**config.mk**
```make
export PLATFORM = sky130hd
export DESIGN_NAME = instr_mem_loader
export DESIGN_NICKNAME = d
export VERILOG_FILES = /design/src/rtl/instr_mem_loader.sv
export SDC_FILE = /design/constraint.sdc
export NUM_CORES = 1
export LEC_CHECK = 0
export CORE_UTILIZATION = 43
export CTS_CLUSTER_SIZE = 30
export DETAILED_ROUTE_END_ITERATION = 10
export PLACE_DENSITY_LB_ADDON = 0.3
export SYNTH_ARGS = -nofsm -noshare
export SYNTH_HDL_FRONTEND = slang
export SYNTH_SLANG_ARGS = --single-unit
export TNS_END_PERCENT = 1
```
**constraint.sdc**
```tcl
create_clock -name clk -period 3.8 [get_ports clk]
set_clock_uncertainty 0.2 [all_clocks]
set_input_delay 0.76 -clock clk [delete_from_list [all_inputs] [get_ports clk]]
set_output_delay 0.76 -clock clk [all_outputs]
set_load 0.02 [all_outputs]
```
**src/rtl/instr_mem_loader.sv**
```systemverilog
// instr_mem_loader: encodes decoded MIPS field bundles into R/I/J words and
// writes them sequentially into instruction memory.
//
// Ports:
//   clk, rst_n      - clock (rising edge), asynchronous active-low reset
//   start           - one-cycle pulse that opens a load session (ignored in LOAD)
//   in_valid        - field bundle valid
//   in_ready        - high while loading; combinational from state only
//   fmt             - bundle format: 0=R, 1=I, 2=J, 3=illegal
//   opcode .. last  - instruction fields; last marks the final word of a session
//   mem_we          - one-cycle write strobe, the cycle after an accept
//   mem_addr        - word address of the write (holds when mem_we=0)
//   mem_wdata       - encoded instruction word (holds when mem_we=0)
//   busy/done/err   - registered state levels for LOAD/DONE/ERR
//   count           - words written in the current session
module instr_mem_loader #(
    parameter int                    ADDR_WIDTH = 8,
    parameter int                    DEPTH      = 256,
    parameter logic [ADDR_WIDTH-1:0] BASE_ADDR  = '0
) (
    input  logic                  clk,
    input  logic                  rst_n,
    input  logic                  start,
    input  logic                  in_valid,
    output logic                  in_ready,
    input  logic [1:0]            fmt,
    input  logic [5:0]            opcode,
    input  logic [4:0]            rs,
    input  logic [4:0]            rt,
    input  logic [4:0]            rd,
    input  logic [4:0]            shamt,
    input  logic [5:0]            funct,
    input  logic [15:0]           imm,
    input  logic [25:0]           target,
    input  logic                  last,
    output logic                  mem_we,
    output logic [ADDR_WIDTH-1:0] mem_addr,
    output logic [31:0]           mem_wdata,
    output logic                  busy,
    output logic                  done,
    output logic                  err,
    output logic [ADDR_WIDTH:0]   count
);

    typedef enum logic [1:0] {IDLE, LOAD, DONE, ERR} state_t;

    localparam logic [1:0]          FMT_R   = 2'd0;
    localparam logic [1:0]          FMT_I   = 2'd1;
    localparam logic [1:0]          FMT_ILL = 2'd3;
    localparam logic [ADDR_WIDTH:0] DEPTH_C = (ADDR_WIDTH+1)'(DEPTH);

    state_t                state_q, state_d;
    logic [ADDR_WIDTH:0]   count_q, count_d;
    logic                  mem_we_q, mem_we_d;
    logic [ADDR_WIDTH-1:0] mem_addr_q, mem_addr_d;
    logic [31:0]           mem_wdata_q, mem_wdata_d;
    logic                  busy_q, busy_d;
    logic                  done_q, done_d;
    logic                  err_q, err_d;

    logic                  illegal;
    logic [31:0]           word;
    logic [ADDR_WIDTH:0]   count_inc;
    logic [ADDR_WIDTH-1:0] wr_addr;

    // R-type words must carry opcode 0 (SPECIAL); anything else cannot be decoded back.
    assign illegal   = (fmt == FMT_ILL) || ((fmt == FMT_R) && (opcode != 6'd0));
    assign word      = (fmt == FMT_R) ? {opcode, rs, rt, rd, shamt, funct} :
                       (fmt == FMT_I) ? {opcode, rs, rt, imm} :
                                        {opcode, target};
    assign count_inc = count_q + (ADDR_WIDTH+1)'(1);
    // The write pointer is BASE_ADDR plus words written; the session stops at DEPTH
    // words, so the pointer never wraps.
    assign wr_addr   = BASE_ADDR + count_q[ADDR_WIDTH-1:0];

    always_comb begin
        state_d     = state_q;
        count_d     = count_q;
        mem_we_d    = 1'b0;
        mem_addr_d  = mem_addr_q;
        mem_wdata_d = mem_wdata_q;
        if (state_q != LOAD) begin
            if (start) begin
                state_d = LOAD;
                count_d = '0;
            end
        end else if (in_valid) begin
            if (illegal) begin
                state_d = ERR;
            end else begin
                mem_we_d    = 1'b1;
                mem_addr_d  = wr_addr;
                mem_wdata_d = word;
                count_d     = count_inc;
                // last wins over the capacity limit on the final slot
                state_d     = last ? DONE : (count_inc == DEPTH_C) ? ERR : LOAD;
            end
        end
        busy_d = (state_d == LOAD);
        done_d = (state_d == DONE);
        err_d  = (state_d == ERR);
    end

    always_ff @(posedge clk or negedge rst_n) begin
        if (!rst_n) begin
            state_q     <= IDLE;
            count_q     <= '0;
            mem_we_q    <= 1'b0;
            mem_addr_q  <= '0;
            mem_wdata_q <= '0;
            busy_q      <= 1'b0;
            done_q      <= 1'b0;
            err_q       <= 1'b0;
        end else begin
            state_q     <= state_d;
            count_q     <= count_d;
            mem_we_q    <= mem_we_d;
            mem_addr_q  <= mem_addr_d;
            mem_wdata_q <= mem_wdata_d;
            busy_q      <= busy_d;
            done_q      <= done_d;
            err_q       <= err_d;
        end
    end

    assign in_ready  = (state_q == LOAD);
    assign mem_we    = mem_we_q;
    assign mem_addr  = mem_addr_q;
    assign mem_wdata = mem_wdata_q;
    assign busy      = busy_q;
    assign done      = done_q;
    assign err       = err_q;
    assign count     = count_q;

endmodule

```
Word-level counts from Yosys, hierarchy flattened --
Index checks and enable logic that the tools add are counted. Widths: inputs -> output; s select.
Operators by class: multiplexer cells 15, eq/ne operators 10, add/subtract/negate cells 1, reduce and logical (&&, ||, !) cells 7, bitwise gates (word level) 2
Operators with widths (number):
- $mux 26 | 2
- $mux 9 | 4
- $mux 2 | 6
- $add 9x1->9 const B | 1
- $eq 9x9->1 const B | 1
- $eq 2x1->1 const B | 3
- $eq 2x2->1 const B | 3
- $reduce_and 3->1 | 2
- $reduce_bool 6->1 | 1
- $ne 2x1->1 const B | 2
- $mux 1 | 3
- $logic_not 2->1 | 1
- $ne 2x2->1 const B | 1
- $not 1->1 | 2
- $reduce_bool 2->1 | 1
- $logic_and 1x1->1 | 1
- $logic_or 1x1->1 | 1
Word-level totals: logic and storage cells 43, flip-flop bits (word level) 55

Depth between registers and ports, before layout --
Gate-level depths: netlist (run 1).
depth in word-level cells 8, mapped depth 9, mapped depth without buffers 6

Worst setup path after synthesis (run 1) --
OpenSTA, ideal clock, no wires.
path kind in2reg, start input fmt[0], end register count_q[7] (netlist: count[7]), stages 7, buffers on the path 2, library setup time 0.076 ns, data arrival time 1.810 ns, slack 1.714 ns, cells stage by stage buf_6 -> nor3_2 -> a21o_1 -> nand2_2 -> buf_6 -> or3_1 -> o21ai_1
Between the ends: longest elaborated chain between the ends 5
RTL lines:
- from (decl) | RTL line 26 | input logic [1:0] fmt,
- $logic_not 2->1 | RTL line 67 | assign illegal = (fmt == FMT_ILL) || ((fmt == FMT_R) && (opcode != 6'd0));
- $logic_and 1x1->1 | RTL line 67
- $logic_or 1x1->1 (*) | RTL line 67
- $ne 2x1->1 (no source line) (*)
- $reduce_and 3->1 (no source line) (*)
- to (signal assigned) | RTL line 116 | count_q <= count_d;
- to (decl) | RTL line 53 | logic [ADDR_WIDTH:0] count_q, count_d;
Every way passes the cells marked *; elsewhere a longest branch is shown, timed or not. A chain may end at the register's enable or synchronous reset.

Worst setup path in the final report (run 1) --
start input opcode[1], end register err_q (netlist: err)
Between the ends: longest elaborated chain between the ends 7
RTL lines:
- from (decl) | RTL line 27 | input logic [5:0] opcode,
- $reduce_bool 6->1 | RTL line 67
- $logic_and 1x1->1 | RTL line 67
- $logic_or 1x1->1 | RTL line 67
- $mux 2 | RTL line 88 | if (illegal) begin
- $mux 2 | RTL line 87 | end else if (in_valid) begin
- $mux 2 | RTL line 82 | if (state_q != LOAD) begin
- via state_d[0] | RTL line 52 | state_t state_q, state_d;
- $eq 2x2->1 | RTL line 101 | err_d = (state_d == ERR);
- via err_d | RTL line 59 | logic err_q, err_d;
- to (signal assigned) | RTL line 122 | err_q <= err_d;
- to (decl) | RTL line 59
The timed path passes the listed nets, and every way through them passes these cells.

==> results of run 1 <==
[worst max-delay path by stage]
stage               slack [ns]                   end       from  cells past startpoint
floorplan                 1.71  count[7]$_DFFE_PN0P_     fmt[0]                      7
global placement          0.94         err$_DFF_PN0_  opcode[1]                      7
detailed placement        0.90         err$_DFF_PN0_  opcode[0]                      7
CTS                       1.22         err$_DFF_PN0_  opcode[1]                      7
global route              1.10         err$_DFF_PN0_  opcode[1]                      7
finish                    1.22         err$_DFF_PN0_  opcode[1]                      7
[kinds of logic after synthesis]
logic type,after synthesis
AO/OA/AOI/OAI,72
XOR/XNOR,2
adder cells (fa/ha/maj),1
buffers and inverters,23
flip-flops,55
multiplexers,26
AND/OR/NAND/NOR,111
[layout make-up]
| class | instances | area share [%] |
|---|---|---|
| tap | 75 | 2.27 |
| multi-input combinational | 212 | 28.0 |
| clock buffer | 6 | 2.00 |
| sequential | 55 | 33.3 |
| inverter | 6 | 0.546 |
| clock inverter | 2 | 0.849 |
| timing repair buffer | 138 | 33.0 |
[sequential cells by signal, indices dropped and copies added, names as in the netlist]
register	count
mem_wdata	32
count	9
mem_addr	8
state_q	2
busy	1
done	1
err	1
mem_we	1
[per-layer routing]
| layer | track usage [%] | wire (um) | vias up |
|---|---|---|---|
| met2 | 38.5 | 3450 | 110 |
| met5 | 0 | 0 | - |
| met3 | 7.95 | 614 | 10 |
| met4 | 7.32 | 124 | 0 |
| met1 | 25.9 | 2730 | 1167 |
| li1 | - | - | 1238 |
[stage by stage]
stage                     std cells  area, um2  util [%]  hold slack, ns
final                           494       4130      69.7           0.280
after global routing            494       4130      69.7           0.306
after CTS                       494       4130      69.7           0.287
after detailed placement        486       4010      67.7           0.263
after global placement          486       4010      67.7           0.257
after floorplan                 290       2650         -           0.264
[worst register-to-register path, delay by kind of cell, from the launching register on]
family | cells | cell delay, ns
buffers and inverters | 1 | 0.44
AOI/OAI and AO/OA | 2 | 0.35
DFF | 1 | 0.39
and+or+nand+nor | 3 | 0.53
[cells in the final DEF, fill, tap and decap left out]
cell type / Yosys / final
nor2_1: 18 / 18
and2_2: 1 / 1
mux2i_1: 26 / 26
a21o_1: 3 / 3
nor4_2: 1 / 1
o211ai_1: 1 / 1
or2_1: 1 / 1
o31ai_1: 3 / 3
a21boi_1: 1 / 1
a22oi_1: 1 / 1
o21ai_1: 3 / 3
nor2b_1: 3 / 3
buf_2: 7 / 2
xor2_1: 1 / 1
and3b_1: 1 / 1
nor3_2: 1 / 1
clkdlybuf4s50_1: 0 / 132
xnor2_1: 1 / 1
ha_1: 1 / 1
inv_1: 6 / 6
nand4_1: 1 / 1
clkbuf_8: 0 / 6
dfrtp_1: 55 / 55
clkinv_2: 0 / 1
nand2_2: 1 / 1
buf_4: 2 / 4
bufinv_16: 0 / 1
nand3_1: 3 / 3
a21oi_1: 24 / 24
o21ai_0: 35 / 35
nand3_2: 1 / 1
or3_1: 3 / 3
nor4_1: 1 / 1
nand2_1: 71 / 71
a211oi_1: 1 / 1
nor3_1: 4 / 4
[power by group through the flow]
stage,Clock [W],Sequential (W),Combinational [W]
2_1_floorplan,0,0.00109,0.000235
3_3_place_gp,0,0.000873,0.000961
3_5_place_dp,0,0.000884,0.000986
4_1_cts,0.000410,0.000876,0.000991
5_1_grt,0.000428,0.000897,0.00106
6_report,0.000400,0.000875,0.000978
[cell usage after synthesis (2+ instances only)]
master and n:
buf_6 2, nand2_1 71, o31ai_1 3, buf_1 2, o21ai_1 3, nor3_1 4, clkbuf_1 4, nor2_1 18
o21ai_0 35, a21oi_1 24, dfrtp_1 55, nand3_1 3, inv_1 6, a21o_1 3, buf_4 2, nor2b_1 3
mux2i_1 26, buf_2 7, or3_1 3
==> results.cfg, run 1 <==
[run_status]
run_status = complete, no violations

[cells_and_area]
seqCellArea_mm2 = 0.00138
diodes = 0
syn2layout_area_growth_pct = 55.8
drive_gt1_share_pct = 4.53
multi_input_area_mm2 = 0.00116
fin_nets = 500
fillers = 460

[timing]
hold_viol = 0
slew_headroom_pct = 55.6
worst_slack_ns = 1.22
finalCritPeriodShare_pct = 67.8
setup_viol = 0
period_minus_slack_ns = 2.58
max_freq_mhz = 388
tightest_slew_ns = 0.666
grt_setup_unrepaired = false
tns_ns = 0
slew_viol_final = 0

[clock_network]
cts_tree = done
clock-sinks = 55
clock_latency_ns = 0.30
clk_pin_slew_ns = 0.10
cts-htree-levels = 2
cts.path.max_buffers = 2
root_buffer = clkbuf_8
cts-buffers-inserted = 5
ctsResizeCount = 0
post-cts-setup-buffers = 0
postCtsHoldBufs = 0

[synthesis]
synth_edf_count = 0
synth_area_leader_cell = dfrtp_1
syn_nets = 372
ys_warn_count = 0
synthFlopType = dfrtp_1
synthTopCellsByArea = dfrtp_1, nand2_1, mux2i_1, o21ai_0, a21oi_1
synth_mux_area_share_pct = 9.82
synth_xor_area_share_pct = 0.661
synth_top_family_by_area = simple AND/OR/NAND/NOR gates
synth_compound_area_share_pct = 14.5
ys_types = 35
synth_top_area_share_pct = 51.9
syn_avg_cell_area_um2 = 9.14
synth_area_mm2 = 0.00265
synth_adder_area_share_pct = 0.472
seq_area_frac_synth_pct = 51.9
synth-simple-area-share_pct = 18.1
syn_inst = 290
synth_seq_cells = 55
synth_async_sr_flop_share_pct = 100

[routing]
viasPerCell = 5.11
num_vias = 2525
dr.pass1.iters = 4
ant_nets = 0
wl_per_cell_um = 14.0
drc = 0
drt-total-wl_um = 6920
drtIter0Drc = 128

[global_route]
antenna_found_initial = 0
grt.overflow.total = 0
grt_max_degree = 76
track_usage_pct = 22.4
first_global_vias = 2405
grt_pass1_wl_um = 11100

[power_and_ir_drop]
p_seq_share_pct = 38.9
powerDensity_mw_per_mm2 = 546
power.internal_w = 0.00145
ir_drop_mv = 0.327
p_sw_w = 0.000806
power_frac_clock_pct = 17.8
p_total_w = 0.00225
p_sw_share_pct = 35.8
p_comb_share_pct = 43.4
p_leak_nw = 1.85

[setup_path]
crit_slowest_cell = clkdlybuf4s50_1
path_class = in -> reg
critical_path.top_delay_family = buffers and inverters
cp_max_fo = 21
rrSetupSlack_ns = 1.77
cp.arrival_ns = 2.56
cp-start-kind = primary input
r2r_start = state_q[1]$_DFF_PN0_
r2r.worst_path.cells = 6
critPathRequiredTime_ns = 3.79
worstPathCellList = clkdlybuf4s50_1 -> nor4_2 -> a21o_1 -> nand2_2 -> inv_1 -> a21oi_1 -> a21boi_1
crit_path_end_kind = flip-flop
slowest_delay_ns = 0.45
reg2reg_to = err$_DFF_PN0_
crit_buf_inv = 2

[min_path]
hp-class = in -> async

[die]
ioPinCount = 135
die_area_mm2 = 0.00648
fp.dieH_um = 80.5
rows = 28
die_x_um = 80.5
core-area_mm2 = 0.00592
start_util_pct = 44.8

[placement]
post-place-ws_ns = 0.896
dp_hpwl_um = 5280
portBuffers = 134
gp_congestion = 0.810

[job]
cap_violations = 0
(Power assumes the default switching activity.)
==> run 2: changes to the inputs <==
Settings changed: CORE_UTILIZATION 43 to 36.
Clock period 3.8 ns to 2.09 ns, I/O delays scaled along.
==> results.cfg, run 2 (synthesis gave the netlist of run 1 again) <==
[run_status]
run_status = complete, no violations

[setup_path]
cp_max_fo = 7
crit_buf_inv = 1
worstPathCellList = clkdlybuf4s50_1
crit_path_end_kind = output pin
path_class = reg -> out
critPathRequiredTime_ns = 1.47
slowest_delay_ns = 0.65
cp.arrival_ns = 1.44
critical_path.top_delay_family = buffers and inverters
crit_slowest_cell = clkdlybuf4s50_1
cp-start-kind = flip-flop
rrSetupSlack_ns = 0.20

[placement]
placed_area_mm2 = 0.00412
gp_congestion = 0.923
dp_hpwl_um = 5220
portBuffers = 134

[clock_network]
cts_tree = done
cts-htree-levels = 2
clk_pin_slew_ns = 0.09
cts-buffers-inserted = 5
cts.path.max_buffers = 2
clock-sinks = 55
clock_latency_ns = 0.30
root_buffer = clkbuf_8

[timing]
hold_viol = 0
grt_setup_unrepaired = true
finalCritPeriodShare_pct = 98.6
slew_viol_final = 0
slew_headroom_pct = 68.9
max_freq_mhz = 485
setup_viol = 0
period_minus_slack_ns = 2.06
tightest_slew_ns = 0.467

[global_route]
use_met3_pct = 7.54
grt_pass1_wl_um = 11200
use_met1_pct = 22.5
grt_max_degree = 56
busiest_layer = met2
first_global_vias = 2434
antenna_found_initial = 0
grt.overflow.total = 0
track_usage_pct = 18.9
grt_util_met2_pct = 31.7

[die]
fp.dieH_um = 87.8
core-area_mm2 = 0.00694
rows = 30
die_x_um = 87.8
die_area_mm2 = 0.00771
ioPinCount = 135
start_util_pct = 38.2

[power_and_ir_drop]
p_sw_w = 0.00142
ir_drop_mv = 0.380
p_comb_share_pct = 45.5
p_sw_share_pct = 36.2
p_total_w = 0.00393
power_frac_clock_pct = 14.3
p_seq_share_pct = 40.1
p_leak_nw = 1.92
power.internal_w = 0.00251
powerDensity_mw_per_mm2 = 931

[routing]
drtIter0Drc = 83
ant_nets = 0
viasPerCell = 4.78
drt-total-wl_um = 6790
num_vias = 2511
dr.pass1.iters = 4
wl_per_cell_um = 12.9
drc = 0

[min_path]
hp-class = reg -> reg

[cells_and_area]
drive_gt1_share_pct = 6.53
final_util_pct = 60.8
fin_nets = 510
diodes = 0
largest_reg_flops = 32
syn2layout_area_growth_pct = 59.2
fillers = 599
final_area_mm2 = 0.00422
layout_commonest_cell = clkdlybuf4s50_1
layout_common_cells = clkdlybuf4s50_1, nand2_1, dfrtp_1, o21ai_0, mux2i_1

[job]
cap_violations = 0
==> run 2: cell types whose count changed in the layout (fill, tap and decap cells not counted), moves of 2 or more <==
| cell | before | now |
|---|---|---|
| clkbuf_1 | 0 | 2 |
| buf_4 | 4 | 11 |
| dlymetal6s2s_1 | 0 | 2 |
| clkdlybuf4s50_1 | 132 | 129 |
==> run 2: power by group through the flow <==
stage | Clock [W] | Sequential (W) | Combinational (W)
finish | 0.000563 | 0.00158 | 0.00179
global route | 0.000613 | 0.00162 | 0.00195
CTS | 0.000580 | 0.00158 | 0.00181
detailed placement | 0 | 0.00159 | 0.00181
global placement | 0 | 0.00158 | 0.00178
floorplan | 0 | 0.00198 | 0.000427
==> run 2: metrics by stage <==
step / instances / setup slack, ns / setup TNS (ns) / hold WS [ns]
finish: 525 / 0.0292 / 0 / 0.281
global route: 525 / -0.0296 / -0.0628 / 0.309
CTS: 525 / 0.0181 / 0 / 0.286
detailed placement: 516 / -0.241 / -9.11 / 0.239
global placement: 516 / -0.169 / -6.41 / 0.239
floorplan: 290 / 0.202 / 0 / -0.0776
==> run 2: repair_timing <==
action                                 4_1_cts  5_1_grt
setup buffers                                0        0
endpoints found under the hold margin       55        0
hold buffers                                 1        0
setup endpoints to repair                    1       16
resized for setup                            1        6
pin swaps                                    0        0
==> run 2: cell type report <==
| type | instances | area [um2] | share of cell area [%] |
|---|---|---|---|
| Clock buffer | 7 | 76.3 | 1.81 |
| Clock inverter | 1 | 5.00 | 0.119 |
| Inverter | 6 | 22.5 | 0.534 |
| Multi-Input combinational cell | 212 | 1160 | 27.5 |
| Sequential cell | 55 | 1380 | 32.6 |
| Tap cell | 96 | 120 | 2.85 |
| Timing Repair Buffer | 148 | 1460 | 34.6 |
==> run 2: metal layers <==
metal  share of wire [%]  vias to the layer above  wire length (um)
met1                  40                     1126              2700
li1                    -                     1259                 -
met4                 1.3                        0                91
met3                  10                       11               706
met2                  48                      115              3290
met5                   0                        -                 0
==> run 2: final timing paths <==
kind | start | endpoint | depth (start not counted)
min reg2reg | mem_addr[2]$_DFFE_PN0P_ | mem_addr[2]$_DFFE_PN0P_ | 2
min in group asynchronous | rst_n | mem_wdata[29]$_DFFE_PN0P_ | 3
max in group asynchronous | rst_n | state_q[1]$_DFF_PN0_ | 3
max | count[5]$_DFFE_PN0P_ | count[5] | 1
max reg2reg | count[2]$_DFFE_PN0P_ | busy$_DFF_PN0_ | 6
min | mem_addr[2]$_DFFE_PN0P_ | mem_addr[2]$_DFFE_PN0P_ | 2
==> run 2: worst reg2reg max path, stage by stage, from the launching register on <==
cell and delay, ns:
dfrtp_1 0.47, nand3_2 0.17, or2_1 0.30, a211oi_1 0.23, a22oi_1 0.10, buf_4 0.16
and3b_1 0.17
==> RTL change: new RTL, settings of run 2 <==
Encoding of `state_t`: now one-hot (4 bits for 4 states).
--- a/src/rtl/instr_mem_loader.sv
+++ b/src/rtl/instr_mem_loader.sv
@@ -42,7 +42,7 @@
     output logic [ADDR_WIDTH:0]   count
 );
 
-    typedef enum logic [1:0] {IDLE, LOAD, DONE, ERR} state_t;
+    typedef enum logic [3:0] {IDLE = 4'b0001, LOAD = 4'b0010, DONE = 4'b0100, ERR = 4'b1000} state_t;
 
     localparam logic [1:0]          FMT_R   = 2'd0;
     localparam logic [1:0]          FMT_I   = 2'd1;
Behaviour: same outputs for any inputs over 10 cycles, from zero or initial values and one cycle with rst_n low; not proved beyond that.
==> RTL change against run 2 <==
The run now ends with negative setup slack left. Final area rose by 17%. Sequential cell count is 2 higher. Area after synthesis rose by 6.8%. Critical path depth is 5 higher. Via count grew 12%. Sequential share of layout area fell by 3.7 points. Register-to-register slack lost 0.23 ns. Wire length up 17%. Non-clock buffer count grew 31. Core utilization rose by 5.8 points. Total power rose by 27%. Worst hold slack worse by 0.18 ns. Combinational power increased by 26%. Setup slack lost 0.061 ns. Critical path type is now flop to flop.
==> RTL change: results (changes against run 2) <==
Layout
  • Final Non-Filler Cells: 573 (+9.1%)
  • Fill cells: 597 (-0.33%)
  • Layout cell share with drive strength beyond 1: 19.6% (+13 points)
  • Final Net Count: 551 (+8.0%)

CTS
  • TritonCTS buffer count: 9 (+4)
  • Clock H-tree levels: 3 (+1)
  • Post-CTS Resized: 36 (+35)
  • Clock tree buffer depth: 2 (unchanged)
  • Postcts setup bufs: 8 (+8)
  • Worst-Skew Late Latency: 0.32 ns (+0.02 ns)
  • Clock transition at path regs: 0.06 ns (-0.03 ns)

Pwr
  • Reg power frac: 33.4% (-6.7 points)
  • Net Sw Frac: 34.7% (-1.6 points)
  • Power per cell area: 1010 mW/mm^2 (+8.5%)
  • Static Leak: 2.30 nW (+19%)
  • Logic power comb: 2.26 mW (+26%)

Critical path
  • Slowest CP cell: or4_4
  • Worst path max stage delay: 0.55 ns (-0.10 ns)
  • Delay-heaviest family, CP: simple AND/OR/NAND/NOR gates
  • Arr. time, crit path: 2.16 ns (+0.72 ns)

STA
  • Final TNS setup: -0.0927 ns (-0.0927 ns)
  • Final setup fails: 6 (+6)
  • Least-Margin Pin Slew: 0.471 ns (+0.00399 ns)
  • Final WS setup: -0.0314 ns (-0.0606 ns)

Synthesis
  • Part of the Yosys area used for sequential elements: 50.5% (-1.5 points)
  • Post-synthesis xor/xnor area fraction: 0.310% (-0.35 points)
  • Post-synthesis adder-cell area fraction: 0.442% (-0.030 points)
  • Syn nets: 378 (+1.6%)
  • Post-synthesis cell count: 296 (+2.1%)
  • Mux cell area share after synthesis: 9.20% (-0.62 points)
  • Synth area leaders: dfrtp_1 (50%), nand2_1 (9.7%), mux2i_1 (9.2%)
  • Compound-Gate Fraction of Synth Area: 16.1% (+1.5 points)
  • Post-synthesis cell type count: 45 (+29%)
  • Synth top cells by count: nand2_1 (73), dfrtp_1 (56), mux2i_1 (26), o21ai_1 (26), nor2_1 (22)
  • Async set-reset flop share out of synthesis: 100% (unchanged)

Drt
  • Final WL: 7970 microns (+17%)
  • Iter 0 DRT Violations: 94 (+13%)
  • Total number of vias: 2814 (+12%)

Outcome
  • Status: finished with violations
  • Failing checks: negative setup slack

Global route
  • Largest net degree at the start of global routing: 45 (-20%)
  • Number of global-route vias before repair: 2774 (+14%)
  • First-pass GRT wire length: 12800 microns (+14%)
  • Tot GR Track Use: 19.7% (+0.77 points)

Placed design
  • Dpl hpwl: 5900 microns (+13%)
  • Dpl ws: -0.736 ns (-0.495 ns)
  • Placed Instance Area: 0.00449 sq mm (+9.1%)
  • Gpl congestion: 0.921 (-0.15%)

Hold path
  • HP Class: input port to flop
-- RTL change: changes by cell type after synthesis, sizes merged, moves of 2 or more --
cell    delta
buf        -7
clkbuf     +7
a21oi      -6
nor2       +5
o41ai      +4
a21o       -3
inv        -3
nor3       +3
o31ai      -3
a22o       +2
nor2b      -2
nor4b      +2
or3        -2
or4        +2
-- RTL change: cell type report --
class / count / area, sq um / area share, %
clock buffers: 14 / 173 / 3.50
clock inverters: 2 / 35.0 / 0.711
inverters: 3 / 11.3 / 0.228
multi-input cells: 219 / 1410 / 28.6
flip-flops and latches: 57 / 1430 / 29.0
well taps: 99 / 124 / 2.51
repair buffers: 179 / 1750 / 35.5
-- RTL change: routing by layer --
metal / up-vias / GRT usage [%] / share of wire [%]
met4: 0 / 10.2 / 2.6
met3: 17 / 4.80 / 6.8
met1: 1301 / 23.5 / 40
li1: 1376 / - / -
met5: - / 0 / 0
met2: 120 / 32.6 / 51
-- RTL change: tightest hold or removal path, cell delays in order --
cell and delay (ns):
buf_6 0.07, nand2_1 0.04, nand2_1 0.06
-- RTL change: kinds of logic after synthesis --
| group | Yosys count |
|---|---|
| xor+xnor | 1 |
| compound gates | 69 |
| flops | 57 |
| fa+ha+maj | 1 |
| mux | 26 |
| simple gates | 122 |
| buf+inv | 20 |
-- RTL change: final timing paths --
kind,startpoint,end,slack [ns],cells past startpoint
setup / recovery,count[4],done,-0.03,6
hold / removal,opcode[2],mem_wdata[28],0.1,3
setup reg to reg,count[4],done,-0.03,6
hold reg to reg,mem_wdata[29],mem_wdata[29],0.26,2
max in group asynchronous,rst_n,mem_wdata[9],0.81,3
min in group asynchronous,rst_n,state_q[2],0.36,2
